File: config.mk
export PLATFORM = sky130hd
export DESIGN_NAME = memorybank_access_ctrl_flat
export DESIGN_NICKNAME = d
export VERILOG_FILES = /design/src/rtl/memorybank_pkg.sv /design/src/rtl/memorybank_access_ctrl_if.sv /design/src/rtl/memorybank_addr_gen.sv /design/src/rtl/memorybank_access_ctrl.sv /design/src/flat_wrapper.sv
export SDC_FILE = /design/constraint.sdc
export NUM_CORES = 1
export LEC_CHECK = 0
export BUFFER_PORTS_ARGS = -buffer_cell sky130_fd_sc_hd__clkbuf_2
export CORE_MARGIN = 5
export CORE_UTILIZATION = 40
export DETAILED_ROUTE_END_ITERATION = 8
export PLACE_DENSITY = 0.71
export SYNTH_ARGS = -nofsm -noshare
export SYNTH_HDL_FRONTEND = slang
export SYNTH_SLANG_ARGS = --single-unit
File: constraint.sdc
create_clock -name clk -period 2.9 [get_ports clk]
set_input_delay 0.435 -clock clk [delete_from_list [all_inputs] [get_ports clk]]
set_output_delay 0.435 -clock clk [all_outputs]
set_load 0.1 [all_outputs]
File: src/rtl/memorybank_pkg.sv
// Shared types and constants for the memory bank access controller.
// Holds the FSM encoding, bank geometry and the ones'-complement adder.
package memorybank_pkg;

  localparam int MB_WORD_WIDTH = 16;
  localparam int MB_MEM_DEPTH  = 64;
  localparam int MB_LEN_WIDTH  = 6;
  localparam int MB_ADDR_STEP  = 2;

  typedef enum logic [1:0] {
    ST_IDLE  = 2'd0,
    ST_WRITE = 2'd1,
    ST_READ  = 2'd2,
    ST_DRAIN = 2'd3
  } state_e;

  // 16-bit ones'-complement add; the end-around carry cannot ripple twice.
  function automatic logic [MB_WORD_WIDTH-1:0] ones_add(
    input logic [MB_WORD_WIDTH-1:0] a,
    input logic [MB_WORD_WIDTH-1:0] b
  );
    logic [MB_WORD_WIDTH:0] sum;
    sum = {1'b0, a} + {1'b0, b};
    return sum[MB_WORD_WIDTH-1:0] + {{(MB_WORD_WIDTH-1){1'b0}}, sum[MB_WORD_WIDTH]};
  endfunction

endpackage

File: src/rtl/memorybank_access_ctrl_if.sv
// Bundle of request, write-data, read-data and bank signals of the access controller.
// slave = the controller itself, master = node logic plus bank model.
interface memorybank_access_ctrl_if
  import memorybank_pkg::*;
#(
  parameter int WORD_WIDTH = MB_WORD_WIDTH,
  parameter int LEN_WIDTH  = MB_LEN_WIDTH
) ();

  // Every stream (req, wdata, rdata) transfers exactly on a cycle where
  // valid && ready are both high at the rising clk edge; once raised, valid
  // and its payload stay stable until that transfer happens.
  logic                  req_valid;
  logic                  req_ready;
  logic                  req_write;
  logic [WORD_WIDTH-1:0] req_base;
  logic [LEN_WIDTH-1:0]  req_len;

  logic                  wdata_valid;
  logic                  wdata_ready;
  logic [WORD_WIDTH-1:0] wdata;

  logic                  rdata_valid;
  logic                  rdata_ready;
  logic [WORD_WIDTH-1:0] rdata;

  logic                  done;
  logic                  err;

  logic                  mem_wr_en;
  logic [WORD_WIDTH-1:0] mem_index;
  logic [WORD_WIDTH-1:0] mem_data_in;
  logic [WORD_WIDTH-1:0] mem_data_out;

  logic [WORD_WIDTH-1:0] checksum;
  state_e                dbg_state;

  modport slave (
    input  req_valid, req_write, req_base, req_len,
    input  wdata_valid, wdata,
    input  rdata_ready,
    input  mem_data_out,
    output req_ready, wdata_ready, rdata_valid, rdata,
    output done, err,
    output mem_wr_en, mem_index, mem_data_in,
    output checksum, dbg_state
  );

  modport master (
    output req_valid, req_write, req_base, req_len,
    output wdata_valid, wdata,
    output rdata_ready,
    output mem_data_out,
    input  req_ready, wdata_ready, rdata_valid, rdata,
    input  done, err,
    input  mem_wr_en, mem_index, mem_data_in,
    input  checksum, dbg_state
  );

endinterface

File: src/rtl/memorybank_addr_gen.sv
// Burst address generator: latches base/len, walks the word index in steps
// of two bytes, and flags the final word of the burst.
module memorybank_addr_gen
  import memorybank_pkg::*;
#(
  parameter int WORD_WIDTH = MB_WORD_WIDTH,
  parameter int LEN_WIDTH  = MB_LEN_WIDTH
) (
  input  logic                  clk,
  input  logic                  rst,
  input  logic                  load_i,
  input  logic [WORD_WIDTH-1:0] base_i,
  input  logic [LEN_WIDTH-1:0]  len_i,
  input  logic                  step_i,
  output logic [WORD_WIDTH-1:0] index_o,
  output logic                  last_o
);

  localparam logic [WORD_WIDTH-1:0] STEP = WORD_WIDTH'(MB_ADDR_STEP);
  localparam logic [LEN_WIDTH-1:0]  ONE  = LEN_WIDTH'(1);

  logic [WORD_WIDTH-1:0] index_q, index_d;
  logic [LEN_WIDTH-1:0]  len_q, len_d;
  logic [LEN_WIDTH-1:0]  k_q, k_d;

  assign index_o = index_q;
  assign last_o  = (k_q == (len_q - ONE));

  // The index stops on the final word so it holds the last address in IDLE.
  always_comb begin
    index_d = index_q;
    len_d   = len_q;
    k_d     = k_q;
    if (load_i) begin
      index_d = base_i;
      len_d   = len_i;
      k_d     = '0;
    end else if (step_i) begin
      k_d = k_q + ONE;
      if (!last_o) begin
        index_d = index_q + STEP;
      end
    end
  end

  always_ff @(posedge clk) begin
    if (rst) begin
      index_q <= '0;
      len_q   <= '0;
      k_q     <= '0;
    end else begin
      index_q <= index_d;
      len_q   <= len_d;
      k_q     <= k_d;
    end
  end

endmodule

File: src/rtl/memorybank_access_ctrl.sv
// Burst initiator for the byte-wide node memory bank (big-endian 16-bit words).
// Build option: define MEMBANK_CHECKSUM_EN for the ones'-complement burst checksum.
module memorybank_access_ctrl
  import memorybank_pkg::*;
#(
  parameter int WORD_WIDTH = MB_WORD_WIDTH,
  parameter int MEM_DEPTH  = MB_MEM_DEPTH,
  parameter int LEN_WIDTH  = MB_LEN_WIDTH
) (
  input logic clk,
  input logic rst,
  memorybank_access_ctrl_if.slave bus
);

  localparam logic [WORD_WIDTH:0] DEPTH_LIM = (WORD_WIDTH+1)'(MEM_DEPTH);

  state_e                state_q, state_d;
  logic                  done_q, done_d;
  logic                  err_q, err_d;
  logic                  rdata_valid_q, rdata_valid_d;
  logic [WORD_WIDTH-1:0] rdata_q, rdata_d;

  logic                  ag_load, ag_step, ag_last;
  logic [WORD_WIDTH-1:0] ag_index;

  logic [WORD_WIDTH:0]   len_bytes;
  logic [WORD_WIDTH:0]   req_end;
  logic                  req_bad;
  logic                  wr_fire, rd_load, drain_fire;

  logic                  req_ready_c, wdata_ready_c, mem_wr_en_c;
  logic [WORD_WIDTH-1:0] mem_data_in_c;

  // Range check runs one bit wider than the index so a large base cannot wrap.
  assign len_bytes = {{(WORD_WIDTH-LEN_WIDTH){1'b0}}, bus.req_len, 1'b0};
  assign req_end   = {1'b0, bus.req_base} + len_bytes;
  assign req_bad   = bus.req_base[0] || (req_end > DEPTH_LIM);

  memorybank_addr_gen #(
    .WORD_WIDTH (WORD_WIDTH),
    .LEN_WIDTH  (LEN_WIDTH)
  ) u_addr_gen (
    .clk     (clk),
    .rst     (rst),
    .load_i  (ag_load),
    .base_i  (bus.req_base),
    .len_i   (bus.req_len),
    .step_i  (ag_step),
    .index_o (ag_index),
    .last_o  (ag_last)
  );

  always_comb begin
    state_d       = state_q;
    done_d        = 1'b0;
    err_d         = 1'b0;
    rdata_valid_d = rdata_valid_q;
    rdata_d       = rdata_q;
    ag_load       = 1'b0;
    ag_step       = 1'b0;
    wr_fire       = 1'b0;
    rd_load       = 1'b0;
    drain_fire    = 1'b0;
    req_ready_c   = 1'b0;
    wdata_ready_c = 1'b0;
    mem_wr_en_c   = 1'b0;
    mem_data_in_c = '0;

    case (state_q)
      ST_IDLE: begin
        // No new request in the done cycle or while reset is held.
        req_ready_c = !done_q && !rst;
        if (bus.req_valid && req_ready_c) begin
          if (req_bad) begin
            err_d = 1'b1;
          end else if (bus.req_len == '0) begin
            done_d = 1'b1;
          end else begin
            ag_load = 1'b1;
            state_d = bus.req_write ? ST_WRITE : ST_READ;
          end
        end
      end

      ST_WRITE: begin
        wdata_ready_c = 1'b1;
        mem_wr_en_c   = bus.wdata_valid;
        mem_data_in_c = bus.wdata;
        if (bus.wdata_valid) begin
          wr_fire = 1'b1;
          ag_step = 1'b1;
          if (ag_last) begin
            state_d = ST_IDLE;
            done_d  = 1'b1;
          end
        end
      end

      ST_READ: begin
        if (!rdata_valid_q || bus.rdata_ready) begin
          rd_load       = 1'b1;
          rdata_d       = bus.mem_data_out;
          rdata_valid_d = 1'b1;
          ag_step       = 1'b1;
          if (ag_last) begin
            state_d = ST_DRAIN;
          end
        end
      end

      ST_DRAIN: begin
        if (rdata_valid_q && bus.rdata_ready) begin
          drain_fire    = 1'b1;
          rdata_valid_d = 1'b0;
          state_d       = ST_IDLE;
        end
      end

      default: state_d = ST_IDLE;
    endcase
  end

  always_ff @(posedge clk) begin
    if (rst) begin
      state_q       <= ST_IDLE;
      done_q        <= 1'b0;
      err_q         <= 1'b0;
      rdata_valid_q <= 1'b0;
      rdata_q       <= '0;
    end else begin
      state_q       <= state_d;
      done_q        <= done_d;
      err_q         <= err_d;
      rdata_valid_q <= rdata_valid_d;
      rdata_q       <= rdata_d;
    end
  end

  // The read burst reports completion in the cycle its last word is consumed.
  assign bus.done        = done_q || (drain_fire && !rst);
  assign bus.err         = err_q;
  assign bus.req_ready   = req_ready_c;
  assign bus.wdata_ready = wdata_ready_c;
  assign bus.rdata_valid = rdata_valid_q;
  assign bus.rdata       = rdata_q;
  assign bus.mem_wr_en   = mem_wr_en_c;
  assign bus.mem_index   = ag_index;
  assign bus.mem_data_in = mem_data_in_c;
  assign bus.dbg_state   = state_q;

`ifdef MEMBANK_CHECKSUM_EN
  logic [WORD_WIDTH-1:0] csum_q, csum_d;

  always_comb begin
    csum_d = csum_q;
    if (ag_load) begin
      csum_d = '0;
    end else if (wr_fire) begin
      csum_d = ones_add(csum_q, bus.wdata);
    end else if (rd_load) begin
      csum_d = ones_add(csum_q, bus.mem_data_out);
    end
  end

  always_ff @(posedge clk) begin
    if (rst) begin
      csum_q <= '0;
    end else begin
      csum_q <= csum_d;
    end
  end

  assign bus.checksum = csum_q;
`else
  assign bus.checksum = '0;
`endif

endmodule

File: src/flat_wrapper.sv
// flat-port wrapper written by rule: the top's interface ports become plain ports
module memorybank_access_ctrl_flat import memorybank_pkg::*;
#(
  parameter int WORD_WIDTH = MB_WORD_WIDTH,
  parameter int MEM_DEPTH  = MB_MEM_DEPTH,
  parameter int LEN_WIDTH  = MB_LEN_WIDTH
)
  (clk, rst, bus_req_valid, bus_req_write, bus_req_base, bus_req_len, bus_wdata_valid, bus_wdata, bus_rdata_ready, bus_mem_data_out, bus_req_ready, bus_wdata_ready, bus_rdata_valid, bus_rdata, bus_done, bus_err, bus_mem_wr_en, bus_mem_index, bus_mem_data_in, bus_checksum, bus_dbg_state);
  memorybank_access_ctrl_if #(.WORD_WIDTH(WORD_WIDTH), .LEN_WIDTH(LEN_WIDTH)) bus_i ();
  input logic clk;
  input logic rst;
  input wire logic [$bits(bus_i.req_valid)-1:0] bus_req_valid;
  input wire logic [$bits(bus_i.req_write)-1:0] bus_req_write;
  input wire logic [$bits(bus_i.req_base)-1:0] bus_req_base;
  input wire logic [$bits(bus_i.req_len)-1:0] bus_req_len;
  input wire logic [$bits(bus_i.wdata_valid)-1:0] bus_wdata_valid;
  input wire logic [$bits(bus_i.wdata)-1:0] bus_wdata;
  input wire logic [$bits(bus_i.rdata_ready)-1:0] bus_rdata_ready;
  input wire logic [$bits(bus_i.mem_data_out)-1:0] bus_mem_data_out;
  output wire logic [$bits(bus_i.req_ready)-1:0] bus_req_ready;
  output wire logic [$bits(bus_i.wdata_ready)-1:0] bus_wdata_ready;
  output wire logic [$bits(bus_i.rdata_valid)-1:0] bus_rdata_valid;
  output wire logic [$bits(bus_i.rdata)-1:0] bus_rdata;
  output wire logic [$bits(bus_i.done)-1:0] bus_done;
  output wire logic [$bits(bus_i.err)-1:0] bus_err;
  output wire logic [$bits(bus_i.mem_wr_en)-1:0] bus_mem_wr_en;
  output wire logic [$bits(bus_i.mem_index)-1:0] bus_mem_index;
  output wire logic [$bits(bus_i.mem_data_in)-1:0] bus_mem_data_in;
  output wire logic [$bits(bus_i.checksum)-1:0] bus_checksum;
  output wire logic [$bits(bus_i.dbg_state)-1:0] bus_dbg_state;
  assign bus_i.req_valid = bus_req_valid;
  assign bus_i.req_write = bus_req_write;
  assign bus_i.req_base = bus_req_base;
  assign bus_i.req_len = bus_req_len;
  assign bus_i.wdata_valid = bus_wdata_valid;
  assign bus_i.wdata = bus_wdata;
  assign bus_i.rdata_ready = bus_rdata_ready;
  assign bus_i.mem_data_out = bus_mem_data_out;
  assign bus_req_ready = bus_i.req_ready;
  assign bus_wdata_ready = bus_i.wdata_ready;
  assign bus_rdata_valid = bus_i.rdata_valid;
  assign bus_rdata = bus_i.rdata;
  assign bus_done = bus_i.done;
  assign bus_err = bus_i.err;
  assign bus_mem_wr_en = bus_i.mem_wr_en;
  assign bus_mem_index = bus_i.mem_index;
  assign bus_mem_data_in = bus_i.mem_data_in;
  assign bus_checksum = bus_i.checksum;
  assign bus_dbg_state = bus_i.dbg_state;
  memorybank_access_ctrl #(.WORD_WIDTH(WORD_WIDTH), .MEM_DEPTH(MEM_DEPTH), .LEN_WIDTH(LEN_WIDTH)) u_core (.clk(clk), .rst(rst), .bus(bus_i));
endmodule
# Word level (Yosys, flattened, before mapping)
# Index checks and enable logic that the tools add are counted.
# classes
n_addsub	4
magnitude_cmp	1
n_eq_ne	13
mux	36
bitwise	2
reduce_logical	20
# op_table
cell	n
$mux 16	4
$mux 1	19
$mux 2	9
$add 16x7->17	1
$gt 17x7->1 const B	1
$add 16x2->16 const B	1
$ne 2x1->1 const B	6
$pmux 2 s4	1
$reduce_and 8->1	1
$add 6x1->6 const B	1
$eq 6x6->1	1
$logic_not 6->1	1
$ne 2x2->1 const B	3
$pmux 1 s2	3
$sub 6x1->6 const B	1
$eq 2x2->1 const B	2
$logic_and 1x1->1	4
$reduce_and 2->1	2
$reduce_bool 2->1	2
$logic_not 1->1	3
$logic_or 1x1->1	3
$reduce_and 3->1	1
$reduce_or 3->1	1
$eq 2x1->1 const B	1
3 further kinds	4
# totals
regBits	49
output_inout_bits	72

# Longest topological paths before layout
# Gate-level depths: netlist (run 1).
# logic_depth
word_depth	8
mapped_depth	11
mapped_depth_nobuf	9

# Modules after synthesis
# From an unflattened synthesis (run 1), not the netlist that was laid out.
# hier_totals
hier_cells	410
hier_area_um2	3265.6
# modules_own_cells
mod	n_inst	cells_per_inst	area_per_inst_um2	seq_area_each_um2
memorybank_access_ctrl	1	232	1734.2	420.4
memorybank_addr_gen	1	178	1531.5	560.5

# Worst setup path after synthesis (run 1)
# Ideal clock, no wire load.
# synth_path
kind	register to register
from	reg u_core.state_q[0], in the netlist u_core.bus.dbg_state[0]
to	reg u_core.u_addr_gen.index_q[6], in the netlist u_core.u_addr_gen.index_o[6]
arrival_time_ns	4.419
t_required_ns	2.841
setup_slack_ns	-1.578
path_stages_with_launch	8
path_cell_list	dfxtp_1 -> ha_1 -> and2_1 -> o21ai_0 -> a211oi_2 -> nand4_1 -> a221oi_2 -> a31o_1
# synth_between
elab_chain_len	4
# synth_rtl
element	line	text
start: declaration	memorybank_access_ctrl.sv:17	state_e state_q, state_d;
start signal: assignment	memorybank_access_ctrl.sv:131	state_q <= state_d;
$eq 2x2->1, or another cell as far along	memorybank_access_ctrl.sv:69	case (state_q)
$pmux 1 s2 or $mux 1 (tied branches)	memorybank_access_ctrl.sv:69	
$reduce_bool 2->1 (no line) or $ne 2x1->1 (tied branches)	n/a	
$reduce_and 2->1 (no line)	n/a	
end signal: assignment	memorybank_addr_gen.sv:52	index_q <= index_d;
end: declaration	memorybank_addr_gen.sv:22	logic [WORD_WIDTH-1:0] index_q, index_d;
# Parallel ways exist; a longest one is shown, timed or not.
# A chain may end at the register's enable or synchronous reset.

# Final worst setup path (run 1)
# layout_path
from	reg u_core.u_addr_gen.len_q[0]
to	reg u_core.state_q[1], in the netlist u_core.bus.dbg_state[1]
# layout_between
elab_chain_len	4
# layout_rtl
element	line	text
start: declaration	memorybank_addr_gen.sv:23	logic [LEN_WIDTH-1:0] len_q, len_d;
start signal: assignment	memorybank_addr_gen.sv:53	len_q <= len_d;
$sub 6x1->6 *	memorybank_addr_gen.sv:27	assign last_o = (k_q == (len_q - ONE));
$eq 6x6->1 *	memorybank_addr_gen.sv:27	
$ne 2x1->1 (no line)	n/a	
$reduce_and 8->1 (no line) *	n/a	
# Mark *: on every way between the ends. The rest lies on a longest branch, timed or not.

==> results of run 1 <==
==> stage by stage <==
step | instance area, um^2 | setup slack, ns | TNS [ns] | instances
finish | 4259 | 0.1560 | 0 | 645
CTS | 4259 | 0.1490 | 0 | 645
global route | 4259 | 0.007050 | 0 | 645
detailed placement | 4144 | -0.1514 | -2.338 | 637
global placement | 4144 | -0.1064 | -1.578 | 637
floorplan | 3317 | 0.01115 | 0 | 410
==> area by class of cell <==
cell class / instances / share of cell area (%)
clock buffer: 5 / 1.616
sequential: 49 / 23.09
multi-input combinational: 317 / 48.88
clock inverter: 3 / 1.087
tap: 102 / 2.996
timing repair buffer: 157 / 21.27
inverter: 12 / 1.058
==> flip-flops by register name (all words and copies together) (netlist names) <==
signal / count
u_core.bus.rdata: 16
u_core.u_addr_gen.index_o: 16
u_core.bus.dbg_state: 2
u_core.u_addr_gen.k_q: 6
u_core.bus.rdata_valid: 1
u_core.u_addr_gen.len_q: 6
u_core.done_q: 1
u_core.bus.err: 1
==> worst max-delay path by stage <==
stage | to | cells past startpoint | startpoint | slack [ns]
after global routing | u_core.u_addr_gen.index_o[2] | 10 | bus_req_base[3] | 0.007
after CTS | u_core.bus.dbg_state[1] | 8 | u_core.u_addr_gen.len_q[0] | 0.15
after floorplan | u_core.u_addr_gen.index_o[3] | 10 | bus_req_len[4] | 0.01
final | u_core.bus.dbg_state[1] | 8 | u_core.u_addr_gen.len_q[0] | 0.16
after detailed placement | u_core.u_addr_gen.index_o[2] | 10 | bus_req_len[0] | -0.15
after global placement | u_core.u_addr_gen.index_o[3] | 10 | bus_req_len[0] | -0.11
==> cell usage after synthesis (2+ instances only) <==
library cell	number	share of area, %
dfxtp_1	49	31
nand2_1	44	5.2
a21oi_1	28	4.4
and2_1	23	4.5
nor3_1	22	3.4
o21ai_0	19	3.0
nand3_1	17	2.7
buf_4	16	3.7
ha_1	13	5.1
xnor2_1	13	3.6
clkbuf_1	12	1.4
nor2_1	12	1.4
xor2_1	12	3.3
inv_1	11	1.3
nand4_1	9	1.8
a211oi_1	8	1.9
o211ai_1	7	1.6
and3_1	6	1.2
nor2b_1	5	0.98
o311a_1	5	1.6
a31oi_1	4	0.78
buf_2	4	0.62
mux2i_1	4	1.2
a211o_1	3	0.82
nor4_1	3	0.59
or3_1	3	0.59
a31o_1	2	0.55
and3b_1	2	0.55
nand2b_1	2	0.39
nand4b_1	2	0.55
o21a_1	2	0.47
o31ai_1	2	0.47
or2_2	2	0.39
or4_1	2	0.47
==> layer usage <==
| layer | wire length (um) | track usage, % |
|---|---|---|
| met1 | 3535 | 20.33 |
| met2 | 4681 | 33.83 |
| met3 | 493 | 3.086 |
| met4 | 124 | 5.147 |
| met5 | 0 | 0 |
==> power by group through the flow <==
| stage | Sequential (W) | Clock, W | Combinational (W) |
|---|---|---|---|
| after global routing | 0.000674 | 0.000533 | 0.000350 |
| after detailed placement | 0.000689 | 0 | 0.000322 |
| after CTS | 0.000674 | 0.000508 | 0.000323 |
| final | 0.000673 | 0.000497 | 0.000324 |
| after floorplan | 0.000695 | 0 | 0.000216 |
| after global placement | 0.000689 | 0 | 0.000319 |
==> logic make-up (layout without fill, tap and decap cells) <==
| group | after synthesis | count (layout) | share of synthesized area (%) |
|---|---|---|---|
| AND/OR/NAND/NOR | 162 | 162 | 26.94 |
| AO/OA/AOI/OAI | 96 | 96 | 21.36 |
| flip-flops | 49 | 49 | 30.61 |
| buffers and inverters | 44 | 177 | 7.185 |
| XOR/XNOR | 25 | 25 | 6.833 |
| adder cells (fa/ha/maj) | 14 | 14 | 5.701 |
| multiplexers | 4 | 4 | 1.250 |
| other | 1 | 16 | 0.1170 |
==> worst max-delay path, stage by stage, from the launching register on <==
cell	delay, ns
dfxtp_1	0.35
or4_1	0.54
or3_1	0.40
a2111oi_4	0.34
buf_4	0.21
a31oi_1	0.13
o31ai_4	0.28
mux2i_1	0.27
o211ai_1	0.10
==> metrics.txt, run 1 <==
status=complete, no violations; fin nets=about 600; clock tree buffer depth=2; Min-Delay Path Class=in -> reg; commonest non-fill, non-tap cell in the layout=clkbuf_2; Final Hold Fails=0; height of the die=99.51 um; hold endpoint=u_core.bus.rdata[6]; die extent in x=around 100 um; Hold WS=0.3379 ns; setup bufs post-CTS=0; CP Class=reg -> reg; minimum clock period=around 2.7 ns; total number of vias=about 3.3k; Antenna Nets Post-Route=0; asr flop ratio synth=0%; ys flop type=dfxtp_1; IO buf count=around 120; worst hold start=bus_mem_data_out[6]; Leakage=roughly 1.8 nW; CTS Buf Count=5; Gate power share=21.7%; depth of the CTS H-tree=2; Syn Inst Count=395; synthesized area per cell=around 8.1 um^2; drt drc=0; power density over cell area=approximately 350 nW/um^2; area of the multi-input gates=2082 um^2; clk_lat worst skew=about 0.3 ns; dpl hpwl=7.192 mm; Peak VDD IR=0.0001623 V; Register Area=between 900 and 1000 um^2; Worst slew margin=56.80%; GP Congestion=a little under 0.9; Tot Pwr=roughly 0.0015 W; Seq pwr share=between 40% and 50%; clk sinks=just under 50; n_diodes=0; total of max-cap violations=0; die area=between 9000 and 10000 um^2; RSZ-0062 raised after global routing=no; initial antenna violation count=0; Min-Delay Path Depth=3; Congestion Overflow GR=0; share of layout cells above drive strength 1=between 30 and 40%; Critical Path AT=just under 3 ns; period utilisation layout=between 90% and 100%; FF-to-FF End=u_core.bus.dbg_state[1]; Yosys cell types=slightly above 60; Ys Warns=0; number of synthesized flops with an enable pin=0; clock power share=between 30% and 40%; CTS tree=built; Starting Density=about two fifths; 1st-iter DRT viols=88; Slew Viols, Final=0; flops & latches, synth=49; Critical Path End Type=flip-flop; number of global-route vias before repair=3241; RR Startpoint=u_core.u_addr_gen.len_q[0]; Critical Path Start Type=flip-flop; Sw Pwr=about 0.00045 W; largest net degree at the start of global routing=25; sequential share of the synthesized area=a little under a third; commonest non-fill, non-tap cells in the layout=clkbuf_2, dfxtp_1, nand2_1; Final setup viols=0; Core Region=7767 um^2; CTS clock-pin slew for the worst setup and hold paths=0.10 ns; WL/cell=around 14 um; drt first pass iters=4; post-CTS sizing=0; internal power=about 0.0010 W; Worst Path Required=roughly 3 ns; row cnt=32; Ports=around 130; CTS root buf=clkbuf_8; total track usage=~18%; filler instances=between 700 and 800; Vias/cell=just over 5; Layout area overhead=32.92%; Fin Clk Skew=0.009837 ns; worst-margin pin slew=between 0.6 and 0.7 ns; Switching Share=30.13%; detailed-route wire length=8.834 mm; Util after Layout=54.83%; R2R setup slack=0.16 ns; worst-path maximum fanout=7; first-pass GRT wire length=about 15 mm; synthesized area=3204 um^2; Max Clk Rate=between 300 and 400 MHz; reg2reg path depth=8; Post-CTS Hold Buffers=0
(Power assumes the default switching activity.)
==> inputs of run 2 (changes only) <==
- CORE_UTILIZATION: 40 -> 30
- PLACE_DENSITY: 0.71 -> unset
- TNS_END_PERCENT: unset -> 20
==> metrics.txt, run 2 (same netlist as run 1, synthesis figures left out) <==
Layout area overhead=34.01% (was 32.92%); drt first pass iters=4 (unchanged); Worst Path Required=3.15 ns (was 3.09 ns); worst path cell trace=clkbuf_2 > ha_1 > nand3_1 > a21oi_1 > o211ai_1 > a211o_1 > or4_4 > buf_4 > o21ai_0 > o311a_1 (was or4_1 > or3_1 > a2111oi_4 > buf_4 > a31oi_1 > o31ai_4 > mux2i_1 > o211ai_1); clock tree buffer depth=2 (unchanged); total number of vias=3320 (was 3343); Ports=132 (unchanged); final std cells w/o fill=680 (was 645); detailed-route wire length=9.270 mm (was 8.834 mm); Antenna Nets Post-Route=0 (unchanged); Critical Path AT=3.01 ns (was 2.93 ns); Max Clk Rate=362.2 MHz (was 364.4 MHz); row cnt=37 (was 32); Min-Delay Path Class=in -> reg (unchanged); Slew Viols, Final=0 (unchanged); Buf/Inv on CP=2 (was 1); Starting Density=30.90% (was 41.25%); total of max-cap violations=0 (unchanged); IO buf count=115 (unchanged); first-pass GRT wire length=15.04 mm (was 14.84 mm); Vias/cell=4.882 (was 5.183); drt drc=0 (unchanged); largest net degree at the start of global routing=33 (was 25); period utilisation layout=95.19% (was 94.62%); Hold WS=0.3420 ns (was 0.3379 ns); worst-path maximum fanout=10 (was 7); R2R setup slack=0.21 ns (was 0.16 ns); Critical Path End Type=flip-flop (unchanged); depth of the CTS H-tree=2 (unchanged); Tot Pwr=0.001421 W (was 0.001494 W); Core Region=10370 um^2 (was 7767 um^2); die area=12850 um^2 (was 9901 um^2); Seq pwr share=47.4% (was 45.1%); placed insts=672 (was 637); CTS tree=built (unchanged); GP Congestion=0.8810 (was 0.8773); fin nets=617 (was 616); total track usage=13.94% (was 17.87%); CTS Buf Count=5 (unchanged); CP max stage cell=or4_4 (was or4_1); RSZ-0062 raised after global routing=no (unchanged); Peak VDD IR=0.0001842 V (was 0.0001623 V); setup bufs post-CTS=0 (unchanged); Leakage=1.815 nW (was 1.818 nW); number of global-route vias before repair=3219 (was 3241); commonest non-fill, non-tap cells in the layout=clkbuf_2, dfxtp_1, nand2_1 (unchanged); crit path launch=bus_req_len[2] (was u_core.u_addr_gen.len_q[0]); clock power share=29.8% (was 33.2%); delay-heaviest family, CP=compound AO/OA/AOI/OAI gates (was simple AND/OR/NAND/NOR gates); height of the die=113.4 um (was 99.51 um); n_diodes=0 (unchanged); Final Hold Fails=0 (unchanged); clk_lat worst skew=0.30 ns (about the same); RR Startpoint=u_core.u_addr_gen.len_q[0] (unchanged); Util after Layout=41.41% (was 54.83%); dpl hpwl=7.655 mm (was 7.192 mm); DP Area=4185 um^2 (was 4144 um^2); share of layout cells above drive strength 1=34.19% (was 33.89%); 1st-iter DRT viols=152 (was 88); Sw Pwr=0.0004624 W (was 0.0004503 W); Critical Path Start Type=input pin (was flip-flop); Final setup viols=0 (unchanged); status=complete, no violations (unchanged); power density over cell area=330.9 nW/um^2 (was 350.9 nW/um^2); Fin Clk Skew=0.006434 ns (was 0.009837 ns); Worst slew margin=58.40% (was 56.80%); clk sinks=49 (unchanged); Switching Share=32.54% (was 30.13%); CP Class=in -> reg (was reg -> reg); Max stage delay on crit path=0.59 ns (was 0.54 ns); worst-margin pin slew=0.6240 ns (was 0.6480 ns); internal power=0.0009587 W (was 0.001044 W); Gate power share=22.8% (was 21.7%); minimum clock period=2.761 ns (was 2.744 ns); CTS clock-pin slew for the worst setup and hold paths=0.10 ns (about the same); commonest non-fill, non-tap cell in the layout=clkbuf_2 (unchanged); initial antenna violation count=0 (unchanged); Congestion Overflow GR=0 (unchanged); CTS root buf=clkbuf_8 (unchanged); worst hold start=bus_mem_data_out[3] (was bus_mem_data_out[6]); WL/cell=13.63 um (was 13.70 um); die extent in x=113.4 um (was 99.51 um); design area=4294 um^2 (was 4259 um^2)
==> run 2: cell count changes in the layout (fill, tap and decap cells not counted) <==
cell and change:
a211oi_1 +1, a211oi_2 -1, buf_4 +1, bufinv_16 -1
clkinv_4 -1, clkinvlp_4 +1, inv_8 +1, nor4_1 -1
nor4_2 +1, or4_1 -1, or4_4 +1
==> run 2: stage by stage <==
step	setup TNS (ns)	worst slack [ns]
3_3_place_gp	-4.688	-0.2132
3_5_place_dp	-5.858	-0.2645
2_1_floorplan	-0.2148	-0.04300
6_report	0	0.1395
4_1_cts	0	0.06255
5_1_grt	0	0.003719
==> run 2: final cells by class <==
| type | instances | area (um^2) |
|---|---|---|
| Sequential cell | 49 | 983.4 |
| Clock buffer | 5 | 68.82 |
| Timing Repair Buffer | 158 | 913.4 |
| Clock inverter | 3 | 26.28 |
| Inverter | 12 | 45.04 |
| Multi-Input combinational cell | 317 | 2087 |
| Fill cell | 1107 | 6076 |
| Tap cell | 136 | 170.2 |
==> run 2: power by group through the flow <==
stage	Combinational, W	Sequential, W	Clock, W
5_1_grt	0.000347	0.000674	0.000482
6_report	0.000323	0.000674	0.000424
2_1_floorplan	0.000211	0.000695	0
4_1_cts	0.000320	0.000674	0.000450
3_3_place_gp	0.000317	0.000689	0
3_5_place_dp	0.000318	0.000689	0
==> run 2: worst paths after layout <==
| check | endpoint | cells after the start |
|---|---|---|
| setup reg to reg | u_core.bus.dbg_state[0] | 7 |
| hold reg to reg | u_core.bus.rdata[15] | 2 |
| hold / removal | u_core.bus.rdata[3] | 3 |
| setup / recovery | u_core.u_addr_gen.index_o[1] | 10 |
==> run 2: repair_timing <==
item                                   4_1_cts  5_1_grt
endpoints found under the hold margin        0        0
gates resized for setup                      0        3
setup endpoints to repair                    0       17
hold buffers                                 0        0
==> run 2: metal layers <==
layer / up-vias / track usage [%] / wire, um
li1: 1700 / - / -
met1: 1519 / 15.88 / 3752
met2: 93 / 26.70 / 4927
met3: 8 / 2.353 / 490
met4: 0 / 3.446 / 100
met5: - / 0 / 0
==> run 2: worst reg2reg max path, delay by kind of cell, from the launching register on <==
| kind | cells | cell delay, ns |
|---|---|---|
| compound gates | 4 | 1.06 |
| simple gates | 2 | 0.93 |
| mux | 1 | 0.26 |
| flops | 1 | 0.32 |
==> inputs of run 3 (changes only) <==
--- a/config.mk
+++ b/config.mk
@@ -10,4 +10,5 @@
 export CORE_UTILIZATION = 30
 export DETAILED_ROUTE_END_ITERATION = 8
+export RECOVER_POWER = 25
 export SYNTH_ARGS = -nofsm -noshare
 export SYNTH_HDL_FRONTEND = slang
==> constraint.sdc (replaced) <==
create_clock -name clk -period 2.9 [get_ports clk]
set_input_delay 0.29 -clock clk [delete_from_list [all_inputs] [get_ports clk]]
set_output_delay 0.29 -clock clk [all_outputs]
set_load 0.1 [all_outputs]
==> metrics.txt, run 3 (same netlist as run 1, synthesis figures left out) <==
Ports=132 (unchanged); Switching Share=29.01% (was 32.54%); met1 Resource Use GR=16.80% (was 15.88%); initial antenna violation count=0 (unchanged); depth of the CTS H-tree=2 (unchanged); first-pass GRT wire length=14.95 mm (was 15.04 mm); Vias/cell=4.888 (was 4.882); Gate power share=20.6% (was 22.8%); Layout area overhead=29.95% (was 34.01%); largest net degree at the start of global routing=25 (was 33); RR Startpoint=u_core.u_addr_gen.len_q[0] (unchanged); reg2reg path depth=8 (was 7); CP max stage cell=or4_1 (was or4_4); crit path launch=u_core.u_addr_gen.len_q[0] (was bus_req_len[2]); die area=12850 um^2 (unchanged); clk_lat worst skew=0.30 ns (about the same); Starting Density=30.90% (unchanged); post-CTS sizing=0 (unchanged); period utilisation layout=95.62% (was 95.19%); FF-to-FF End=u_core.bus.dbg_state[0] (unchanged); Critical Path End Type=flip-flop (unchanged); row cnt=37 (unchanged); area of the multi-input gates=2068 um^2 (was 2087 um^2); Core Region=10370 um^2 (unchanged); Min-Delay Path Class=in -> reg (unchanged); detailed-route wire length=9.120 mm (was 9.270 mm); worst hold start=bus_mem_data_out[13] (was bus_mem_data_out[3]); filler instances=1094 (was 1107); Register Area=982.2 um^2 (was 983.4 um^2); fin nets=604 (was 617); WL/cell=13.67 um (was 13.63 um); Congestion Overflow GR=0 (unchanged); 1st-iter DRT viols=145 (was 152); Worst Path Required=3.08 ns (was 3.15 ns); CTS root buf=clkbuf_8 (unchanged); worst-path maximum fanout=7 (was 10); number of global-route vias before repair=3196 (was 3219); drt first pass iters=4 (unchanged); clock tree buffer depth=2 (unchanged); share of layout cells above drive strength 1=26.55% (was 34.19%); met2 Track Usage GR=24.61% (was 26.70%); minimum clock period=2.773 ns (was 2.761 ns); dpl hpwl=7.408 mm (was 7.655 mm); status=complete, no violations (unchanged); Setup crit end=u_core.bus.dbg_state[0] (was u_core.u_addr_gen.index_o[1]); height of the die=113.4 um (unchanged); delay-heaviest family, CP=simple AND/OR/NAND/NOR gates (was compound AO/OA/AOI/OAI gates); GRT Max-Usage Layer=met2 (unchanged); Sw Pwr=0.0004293 W (was 0.0004624 W); total track usage=13.81% (was 13.94%); n_diodes=0 (unchanged); Final Hold Fails=0 (unchanged); total number of vias=3260 (was 3320); Seq pwr share=45.5% (was 47.4%); DP Area=4076 um^2 (was 4185 um^2); met3 usage=2.086% (was 2.353%); Buf/Inv on CP=1 (was 2); commonest non-fill, non-tap cell in the layout=clkbuf_2 (unchanged); drt drc=0 (unchanged); Worst slew margin=19.76% (was 58.40%); final std cells w/o fill=667 (was 680); placed insts=659 (was 672); Max Clk Rate=360.6 MHz (was 362.2 MHz); Critical Path Start Type=flip-flop (was input pin); internal power=0.001051 W (was 0.0009587 W); clk sinks=49 (unchanged); design area=4164 um^2 (was 4294 um^2); GP Congestion=0.8604 (was 0.8810); Min-Delay Path Depth=3 (unchanged); total of max-cap violations=0 (unchanged); CTS clock-pin slew for the worst setup and hold paths=0.09 ns (was 0.10 ns); CTS tree=built (unchanged); Hold WS=0.2103 ns (was 0.3420 ns); Post-CTS Hold Buffers=0 (unchanged); CP Class=reg -> reg (was in -> reg); Final setup viols=0 (unchanged); commonest non-fill, non-tap cells in the layout=clkbuf_2, dfxtp_1, nand2_1 (unchanged); IO buf count=115 (unchanged); Slew Viols, Final=0 (unchanged); power density over cell area=355.4 nW/um^2 (was 330.9 nW/um^2); worst path cell trace=or4_1 > or3_1 > a2111oi_4 > buf_4 > a31oi_1 > o31ai_4 > mux2i_1 > o211ai_1 (was clkbuf_2 > ha_1 > nand3_1 > a21oi_1 > o211ai_1 > a211o_1 > or4_4 > buf_4 > o21ai_0 > o311a_1); Fin Clk Skew=0.007766 ns (was 0.006434 ns); R2R setup slack=0.13 ns (was 0.21 ns); CTS Buf Count=5 (unchanged); die extent in x=113.4 um (unchanged); setup bufs post-CTS=0 (unchanged); Critical Path AT=2.96 ns (was 3.01 ns); Leakage=1.678 nW (was 1.815 nW); Antenna Nets Post-Route=0 (unchanged); Max stage delay on crit path=0.54 ns (was 0.59 ns); clock power share=33.9% (was 29.8%); Peak VDD IR=0.0001708 V (was 0.0001842 V); worst-margin pin slew=1.209 ns (was 0.6240 ns); critical path depth=8 (was 10)
## run 3: changes by cell type in the layout (fill, tap and decap cells not counted), moves of 2 or more
cell | before | now
clkbuf_1 | 0 | 26
clkinvlp_4 | 2 | 0
buf_4 | 43 | 29
clkbuf_2 | 114 | 90
## run 3: power by group through the flow
stage	logic, W	clock network, W	registers [W]
finish	0.000305	0.000501	0.000673
detailed placement	0.000302	0	0.000689
floorplan	0.000210	0	0.000695
global route	0.000328	0.000548	0.000674
global placement	0.000302	0	0.000689
CTS	0.000304	0.000522	0.000673
## run 3: how the worst min path moves through the flow
stage                                  to  slack (ns)
4_1_cts              u_core.bus.rdata[10]        0.20
5_1_grt              u_core.bus.rdata[10]        0.20
2_1_floorplan  u_core.u_addr_gen.len_q[0]        0.42
6_report             u_core.bus.rdata[13]        0.21
3_3_place_gp         u_core.bus.rdata[13]        0.44
3_5_place_dp          u_core.bus.rdata[5]        0.45
## run 3: stage by stage
| stage | util, % | power, W | setup TNS [ns] | setup slack (ns) |
|---|---|---|---|---|
| global placement | 39.31 | 0.0009911 | -1.269 | -0.07065 |
| finish | 40.15 | 0.001480 | 0 | 0.1271 |
| global route | 40.15 | 0.001550 | -0.002382 | -0.002382 |
| CTS | 40.43 | 0.001500 | 0 | 0.1227 |
| detailed placement | 39.31 | 0.0009916 | -1.930 | -0.1045 |
| floorplan | - | 0.0009054 | 0 | 0.02404 |
## run 3: area by class of cell
| cell class | count | share of cell area (%) |
|---|---|---|
| timing repair buffer | 145 | 18.78 |
| inverter | 12 | 1.082 |
| sequential | 49 | 23.59 |
| clock inverter | 1 | 0.7212 |
| multi-input combinational | 317 | 49.67 |
| clock buffer | 7 | 2.073 |
| tap | 136 | 4.087 |
## run 3: tightest hold or removal path: stages
cell and delay, ns:
clkbuf_2 0.08, nand2_1 0.05, a21oi_1 0.05
## run 3: per-layer routing
metal / vias to the layer above / wire, um / share of wire, %
li1: 1676 / - / -
met1: 1474 / 3912 / 43
met2: 97 / 4650 / 51
met3: 13 / 402 / 4.4
met4: 0 / 155 / 1.7
met5: - / 0 / 0
